## config.mk

```make
export PLATFORM = sky130hd
export DESIGN_NAME = fix_accum_flat
export DESIGN_NICKNAME = d
export VERILOG_FILES = /design/src/rtl/fix_accum_pkg.sv /design/src/rtl/fix_accum_if.sv /design/src/rtl/fix_sat.sv /design/src/rtl/fix_accum.sv /design/src/flat_wrapper.sv
export SDC_FILE = /design/constraint.sdc
export NUM_CORES = 1
export LEC_CHECK = 0
export CAP_MARGIN = 20
export CORE_MARGIN = 8
export CORE_UTILIZATION = 55
export DETAILED_ROUTE_END_ITERATION = 8
export GPL_TIMING_DRIVEN = 0
export PLACE_DENSITY = 0.78
export SETUP_SLACK_MARGIN = 0.3
export SYNTH_ARGS = -nofsm -noshare
export SYNTH_HDL_FRONTEND = slang
export SYNTH_HIERARCHICAL = 1
export SYNTH_SLANG_ARGS = --single-unit
```

## constraint.sdc

```tcl
create_clock -name clk -period 8.19 [get_ports clk]
set_clock_uncertainty 0.1 [all_clocks]
set_input_delay 1.638 -clock clk [delete_from_list [all_inputs] [get_ports clk]]
set_output_delay 1.638 -clock clk [all_outputs]
set_load 0.01 [all_outputs]
```

## src/rtl/fix_accum_pkg.sv

```systemverilog
// Shared widths, saturation limits and FSM encoding for the fixed-point block accumulator.
package fix_accum_pkg;

    localparam int DEF_DATA_W = 32;
    localparam int DEF_ACC_W  = 40;
    localparam int LEN_W      = 9;

    localparam logic [DEF_DATA_W-1:0] SAT_MAX = {1'b0, {(DEF_DATA_W-1){1'b1}}};
    localparam logic [DEF_DATA_W-1:0] SAT_MIN = {1'b1, {(DEF_DATA_W-1){1'b0}}};

    typedef enum logic {
        ST_IDLE = 1'b0,
        ST_ACC  = 1'b1
    } state_t;

endpackage

```

## src/rtl/fix_accum_if.sv

```systemverilog
// Sample stream in, block-sum stream out; master is the environment, slave is the accumulator.
interface fix_accum_if #(
    parameter int DATA_W = fix_accum_pkg::DEF_DATA_W
);
    logic              src_valid;
    logic [DATA_W-1:0] src;
    logic [7:0]        cfg_len;
    logic              dst_valid;
    logic              dst_ready;
    logic [DATA_W-1:0] dst;
    logic              dst_sat;

    modport master (
        output src_valid, src, cfg_len, dst_ready,
        input  dst_valid, dst, dst_sat
    );

    modport slave (
        input  src_valid, src, cfg_len, dst_ready,
        output dst_valid, dst, dst_sat
    );
endinterface

```

## src/rtl/fix_sat.sv

```systemverilog
// Clamp a signed ACC_W accumulator to signed DATA_W and flag when clipping occurred.
// Latency: purely combinational.
// Backpressure: none.
module fix_sat #(
    parameter int DATA_W = 32,
    parameter int ACC_W  = 40
) (
    input  logic [ACC_W-1:0]  acc,
    output logic [DATA_W-1:0] dat,
    output logic              sat
);

    localparam logic [DATA_W-1:0] MAX_V = {1'b0, {(DATA_W-1){1'b1}}};
    localparam logic [DATA_W-1:0] MIN_V = {1'b1, {(DATA_W-1){1'b0}}};

    // Value fits when every bit above the DATA_W sign bit matches that sign bit.
    logic [ACC_W-DATA_W:0] top_bits;
    logic                  in_range;

    assign top_bits = acc[ACC_W-1:DATA_W-1];
    assign in_range = (&top_bits) | (~|top_bits);

    always_comb begin
        sat = ~in_range;
        dat = acc[DATA_W-1:0];
        if (!in_range) begin
            dat = acc[ACC_W-1] ? MIN_V : MAX_V;
        end
    end

endmodule

```

## src/rtl/fix_accum.sv

```systemverilog
// Sums blocks of cfg_len signed samples and emits each saturated block sum.
// Latency: result valid 1 cycle after the block's last sample.
// Backpressure: none on src; a result completing while dst is stalled is dropped and ovf_err set.
module fix_accum
    import fix_accum_pkg::*;
#(
    parameter int DATA_W = DEF_DATA_W,
    parameter int ACC_W  = DEF_ACC_W
) (
    input  logic       clk,
    input  logic       rst,
    fix_accum_if.slave bus,
    output logic       ovf_err
);

    if (ACC_W < DATA_W + 8) begin : g_bad_acc_w
        $error("fix_accum: ACC_W must be at least DATA_W+8");
    end

    state_t            state;
    logic [ACC_W-1:0]  acc;
    logic [LEN_W-1:0]  cnt;
    logic [LEN_W-1:0]  len;

    logic [ACC_W-1:0]  src_ext;
    logic [ACC_W-1:0]  acc_nxt;
    logic [LEN_W-1:0]  cnt_nxt;
    logic [LEN_W-1:0]  len_cur;
    logic              blk_done;
    logic              out_free;
    logic [DATA_W-1:0] sat_dat;
    logic              sat_flg;

    assign src_ext = {{(ACC_W-DATA_W){bus.src[DATA_W-1]}}, bus.src};

    // A sample seen in IDLE opens a block and captures the length for its whole lifetime.
    always_comb begin
        acc_nxt = acc + src_ext;
        cnt_nxt = cnt + 9'd1;
        len_cur = len;
        if (state == ST_IDLE) begin
            acc_nxt = src_ext;
            cnt_nxt = 9'd1;
            len_cur = (bus.cfg_len == 8'd0) ? 9'd256 : {1'b0, bus.cfg_len};
        end
    end

    assign blk_done = bus.src_valid && (cnt_nxt == len_cur);
    assign out_free = !bus.dst_valid || bus.dst_ready;

    fix_sat #(
        .DATA_W (DATA_W),
        .ACC_W  (ACC_W)
    ) u_sat (
        .acc (acc_nxt),
        .dat (sat_dat),
        .sat (sat_flg)
    );

    always_ff @(posedge clk) begin
        if (rst) begin
            state         <= ST_IDLE;
            acc           <= '0;
            cnt           <= '0;
            len           <= '0;
            bus.dst_valid <= 1'b0;
            bus.dst       <= '0;
            bus.dst_sat   <= 1'b0;
            ovf_err       <= 1'b0;
        end else begin
            if (bus.src_valid) begin
                acc   <= acc_nxt;
                cnt   <= cnt_nxt;
                len   <= len_cur;
                state <= blk_done ? ST_IDLE : ST_ACC;
            end

            // Output register: a fresh result may replace one being accepted this same cycle.
            if (blk_done && out_free) begin
                bus.dst_valid <= 1'b1;
                bus.dst       <= sat_dat;
                bus.dst_sat   <= sat_flg;
            end else begin
                if (blk_done) begin
                    ovf_err <= 1'b1;
                end
                if (bus.dst_valid && bus.dst_ready) begin
                    bus.dst_valid <= 1'b0;
                end
            end
        end
    end

endmodule

```

## src/flat_wrapper.sv

```systemverilog
// flat-port wrapper written by rule: the top's interface ports become plain ports
module fix_accum_flat import fix_accum_pkg::*;
#(
    parameter int DATA_W = DEF_DATA_W,
    parameter int ACC_W  = DEF_ACC_W
)
  (clk, rst, ovf_err, bus_src_valid, bus_src, bus_cfg_len, bus_dst_ready, bus_dst_valid, bus_dst, bus_dst_sat);
  fix_accum_if #(.DATA_W(DATA_W)) bus_i ();
  input  logic clk;
  input  logic rst;
  output logic ovf_err;
  input wire logic [$bits(bus_i.src_valid)-1:0] bus_src_valid;
  input wire logic [$bits(bus_i.src)-1:0] bus_src;
  input wire logic [$bits(bus_i.cfg_len)-1:0] bus_cfg_len;
  input wire logic [$bits(bus_i.dst_ready)-1:0] bus_dst_ready;
  output wire logic [$bits(bus_i.dst_valid)-1:0] bus_dst_valid;
  output wire logic [$bits(bus_i.dst)-1:0] bus_dst;
  output wire logic [$bits(bus_i.dst_sat)-1:0] bus_dst_sat;
  assign bus_i.src_valid = bus_src_valid;
  assign bus_i.src = bus_src;
  assign bus_i.cfg_len = bus_cfg_len;
  assign bus_i.dst_ready = bus_dst_ready;
  assign bus_dst_valid = bus_i.dst_valid;
  assign bus_dst = bus_i.dst;
  assign bus_dst_sat = bus_i.dst_sat;
  fix_accum #(.DATA_W(DATA_W), .ACC_W(ACC_W)) u_core (.clk(clk), .rst(rst), .bus(bus_i), .ovf_err(ovf_err));
endmodule
```

; Word level (Yosys, flattened, before mapping)
; Cells that the tools add are included.
[word_totals]
out_inout_bits = 35
reg_bits = 94
ramBits = 0
memories = 0
latchBits = 0
elab_cells = 34
input_bits = 44
romBits = 0
[classes]
reduce_logical = 11
mux = 9
eq_ne = 1
n_bitwise = 3
shifts = 0
div = 0
add_sub_neg = 2
mul = 0
magnitude_cmp = 0
[op_table]
columns = operator, n
row1 = $mux W32, 2
row2 = $add A40 B40 Y40, 1
row3 = $mux W40, 1
row4 = $mux W9, 3
row5 = $add A9 B1 Y9 const B, 1
row6 = $eq A9 B9 Y1, 1
row7 = $reduce_and A9 Y1, 1
row8 = $reduce_or A9 Y1, 1
row9 = $logic_not A8 Y1, 1
row10 = $logic_and A1 B1 Y1, 3
row11 = $mux W1, 3
row12 = $logic_not A1 Y1, 2
row13 = $not A1 Y1, 2
row14 = $reduce_and A2 Y1, 1
row15 = $reduce_bool A2 Y1, 1
row16 = $logic_or A1 B1 Y1, 1
row17 = $or A1 B1 Y1, 1

; Longest topological paths before layout
[logic_depth]
depth_word = 8
depth_mapped = 19
depth_no_buf = 17

; Cells and area by module
; The synthesis kept the hierarchy.
[modules_own_cells]
columns = module, n_inst, area_per_inst_um2, cells_each
row1 = fix_accum, 1, 6343.6, 757
row2 = fix_sat, 1, 564.3, 85

; Least setup slack after synthesis
; OpenSTA, ideal clock, no wires.
[synth_path]
kind = input-to-reg
startpoint = input bus_src[0]
endpoint = register u_core.bus.dst_sat
setup_time_ps = 128
arrival_time_ps = 4750
path_buffers = 1
required_time_ps = 7962
slack_ps = 3213
stages = 18
cell_sequence = ha_1 inv_1 fa_1 and2b_1 o2111a_2 nor4_4 nor4_4 o2111ai_2 a41oi_1 mux2i_1 o21ai_1 nand2_1 nor4_1 nand2_1 buf_4 o21a_1 mux2i_1 nor2_1
[synth_via]
elab_chain_len = 6
word_cells_on_any_way = 7
classes_between = 1 x add/sub / 1 x mux / 2 x bitwise / 3 x reduce/logical
[synth_rtl]
columns = element, line
row1 = from (decl), flat_wrapper.sv:13  ; input wire logic [$bits(bus_i.src)-1:0] bus_src;
row2 = $add A40 B40 Y40 *, fix_accum.sv:38  ; acc_nxt = acc + src_ext;
row3 = $mux W40 *, fix_accum.sv:41  ; if (state == ST_IDLE) begin
row4 = via u_core.acc_nxt[38], fix_accum.sv:26  ; logic [ACC_W-1:0] acc_nxt;
row5 = $reduce_or A9 Y1, fix_sat.sv:21  ; assign in_range = (&top_bits) | (~|top_bits);
row6 = $logic_not A1 Y1, fix_sat.sv:21
row7 = $or A1 B1 Y1 *, fix_sat.sv:21
row8 = $not A1 Y1 *, fix_sat.sv:24  ; sat = ~in_range;
row9 = via u_core.sat_flg, fix_accum.sv:32  ; logic sat_flg;
row10 = to (signal assigned), fix_accum.sv:82  ; bus.dst_sat <= sat_flg;
row11 = to (decl), fix_accum_if.sv:20  ; output dst_valid, dst, dst_sat
; The timed path passes the listed nets; every way through them passes the cells marked *.
; A chain may end at the register's enable or synchronous reset.

; Worst setup path in the final report
[layout_path]
startpoint = input bus_src[0]
endpoint = register u_core.bus.dst[27]
[layout_via]
elab_chain_len = 6
word_cells_on_any_way = 8
classes_between = 1 x add/sub / 3 x mux / 1 x bitwise / 3 x reduce/logical
[layout_rtl]
columns = element, line
row1 = $add A40 B40 Y40 *, fix_accum.sv:38
row2 = $mux W40 *, fix_accum.sv:41
row3 = via u_core.acc_nxt[38], fix_accum.sv:26
row4 = $reduce_or A9 Y1, fix_sat.sv:21
row5 = $logic_not A1 Y1, fix_sat.sv:21
row6 = $or A1 B1 Y1 *, fix_sat.sv:21
row7 = $mux W32 *, fix_sat.sv:26  ; if (!in_range) begin
row8 = via u_core.sat_dat[27], fix_accum.sv:31  ; logic [DATA_W-1:0] sat_dat;
row9 = to (signal assigned), fix_accum.sv:81  ; bus.dst <= sat_dat;
row10 = to (decl), fix_accum_if.sv:20
; Marked as above.

==> metrics.md <==
| Metric | Value |
|---|---|
| Ys Warns | `6` |
| Vias in the first global route | `6292` |
| WL final | `19700 um` |
| Synth Area in Simple Gates | `21.6%` |
| Relative slew margins | `35.7%` |
| CTS Buffer Depth | `2` |
| RSZ-0062 raised after global routing | `false` |
| Syn Inst Count | `842` |
| Cell Count, Final, Fillers Out | `1105` |
| Layout cells sized above 1 | `8.25%` |
| Pre-Repair DR Iteration Count | `5` |
| Largest family of logic cells by synthesized area | `simple AND/OR/NAND/NOR gates` |
| Adder-cell share of the synthesized area | `under 10%` |
| Initial DRC Count | `between 500 and 600` |
| XOR/XNOR Fraction of Synth Area | `5.58%` |
| Number of CTS-inserted buffers | `9` |
| Pleak | `3.24 nW` |
| Maximum vdd drop | `0.000107 V` |
| Slew Viols, Final | `0` |
| PD cells | `165 mW/mm2` |
| Routed WL per cell | `approximately 18 um` |
| Post-CTS setup buffer count | `0` |
| Largest net degree at the start of global routing | `14` |
| Main flop type after synthesis | `dfxtp_1` |
| P&R area growth vs syn | `18.5%` |
| Top cell type's share of synthesized area | `27.2%` |
| Yosys top cell by area | `dfxtp_1` |
| Most frequent cells in the layout | `nor2_1 (115), dfxtp_1 (94), clkdlybuf4s50_1 (77)` |
| # port buffers | `77` |
| H-tree depth | `3` |
| Period Utilization, post-route | `71.4%` |
| Mean area per synthesized cell | `around 8 um2` |
| Endpoints failing setup | `0` |
| Routability cong. | `0.921` |
| Die X | `128 um` |
| Total gr overflow | `0` |
| # diodes | `0` |
| Mux cell area share after synthesis | `12.8%` |
| Initial antenna violation count | `0` |
| Tmin final | `5.85 ns` |
| Total power | `1.35 mW` |
| Mapped Area | `a little under 0.007 mm2` |
| Max Clock Freq | `0.171 GHz` |
| Dpl cells | `~1100` |
| Complex-gate fraction of the synthesized area | `20.3%` |
| CP Launch Type | `primary input` |
| Area occupied by multi-input gates | `approximately 0.0047 mm2` |
| Ranking of synthesized cells by area | `dfxtp_1 (27%), mux2i_1 (8.5%), ha_1 (7.2%)` |
| Initial Util | `55.4%` |
| CTS clock-pin slew for the worst setup and hold paths | `0.06 ns` |
| Die ar. | `0.0164 mm2` |
| Distinct cell type count after synthesis | `75` |
| Via density | `5.96` |
| Fraction of registers with async set/reset | `0%` |
| CP max FO | `10` |
| Die height | `128 um` |
| Root Buffer | `clkbuf_16` |
| Worst-margin pin slew | `0.964 ns` |
| Routed via count | `6588` |
| # rows | `41` |
| Worst setup EP type | `flip-flop` |
| Fin Hold WS | `0.356 ns` |
| Post-synth EDFFs | `0` |
| IO Pins | `79` |
| Post-DP HPWL | `about 14000 um` |
| Syn Nets | `927` |
| Crit path DAT | `6.04 ns` |
| Nets | `~1000` |
| TritonCTS clock tree | `yes` |
| Status | `complete, no violations` |
| Setup TNS | `0 ns` |
| CTS resizes | `0` |
| Filler instances | `1100` |
| Worst min-delay path category | `flip-flop to flip-flop` |
| Total area of sequential cells | `between 0.0015 and 0.002 mm2` |
| CORE AREA | `0.0125 mm2` |
| CTS sink cnt | `94` |
| Clk_lat worst skew | `about 0.35 ns` |
| Max_cap viols | `0` |
| Hold_buf cts | `0` |
| First-pass GRT wire length | `~32000 um` |
| #FFs+latches synth | `94` |
| Post-route antenna net violation count | `0` |
| Critical Path RT | `8.38 ns` |
| Final hold vios | `0` |
| Global Route Usage Sum | `24.4%` |
| Register area share after synthesis | `27.2%` |
| Most common cell after layout, fill and taps aside | `nor2_1` |
| WS Path Type | `primary input to flip-flop` |
| Remaining DRCs | `0` |
worst paths after layout:
check / start / endpoint / slack [ns] / cells after the start
setup / recovery: bus_src[0] / u_core/bus.dst[27] / 2.34 / 20
hold reg to reg: u_core/len[7] / u_core/len[7] / 0.36 / 2
hold / removal: u_core/len[7] / u_core/len[7] / 0.36 / 2
setup reg to reg: u_core/acc[0] / u_core/bus.dst[27] / 3.83 / 19
state kept, by name, indices dropped and copies added (netlist names):
signal and flops:
u_core/bus.dst_valid 1, u_core/acc 40, u_core/bus.dst_sat 1, u_core/ovf_err 1, u_core/len 9, u_core/bus.dst 32
u_core/state 1, u_core/cnt 9
cells by family after synthesis:
family          after synthesis
compound gates              195
xor+xnor                     44
fa+ha+maj                    41
buf+inv                      73
flops                        94
mux                          85
simple gates                310
cell usage after synthesis (9+ instances only):
cell,n
o21a_1,11
xnor2_1,31
a2bb2oi_1,31
mux2i_1,59
buf_4,10
nor2_1,115
a21oi_1,49
mux2_2,25
inv_1,17
dfxtp_1,94
ha_1,40
clkbuf_1,31
o21ai_1,9
nor2b_1,13
xor2_1,13
nor3_1,14
nand3_1,45
a21o_1,16
o21ai_0,15
nand2_1,68
routing by layer:
layer	GRT usage, %	wire length [um]
met3	3.66	1150
met2	39.4	8910
met1	32.3	9230
met5	0	0
met4	9.09	437
worst max-delay path, stage by stage:
cell,delay [ns]
clkdlybuf4s50_1,0.51
ha_1,0.21
inv_1,0.07
fa_1,0.40
and2b_1,0.24
o2111a_2,0.24
nor4_4,0.08
nor4_4,0.40
o2111ai_2,0.16
a41oi_1,0.42
mux2i_1,0.24
o21ai_1,0.11
nand2_1,0.10
and4_1,0.23
buf_2,0.17
buf_4,0.19
nand3_1,0.09
a2bb2oi_1,0.30
mux2i_1,0.13
nor2_1,0.09
layout make-up:
cell class                      instances  share of cell area, %
Multi-Input combinational cell        675                   57.2
Buffer                                 56                   3.41
Sequential cell                        94                   23.0
Clock inverter                          1                  0.367
Inverter                               17                  0.780
Clock buffer                           13                   3.18
Tap cell                              172                   2.63
Timing Repair Buffer                   77                   9.42
report_power, final:
| group | total [mW] | switching [mW] | leakage (nW) | internal, mW |
|---|---|---|---|---|
| registers | 0.495 | 0.0148 | 0.769 | 0.480 |
| logic | 0.428 | 0.239 | 2.33 | 0.189 |
| clock network | 0.427 | 0.177 | 0.142 | 0.250 |
| total | 1.35 | 0.431 | 3.24 | 0.920 |
per-stage QoR:
step                cell area, um2  setup WS, ns  util, %
CTS                           8180          2.38     65.7
floorplan                     6910          3.21        -
detailed placement            7890          2.02     63.3
global placement              7890          2.01     63.3
global route                  8180          2.07     65.7
finish                        8180          2.34     65.7
(Power assumes the default switching activity.)
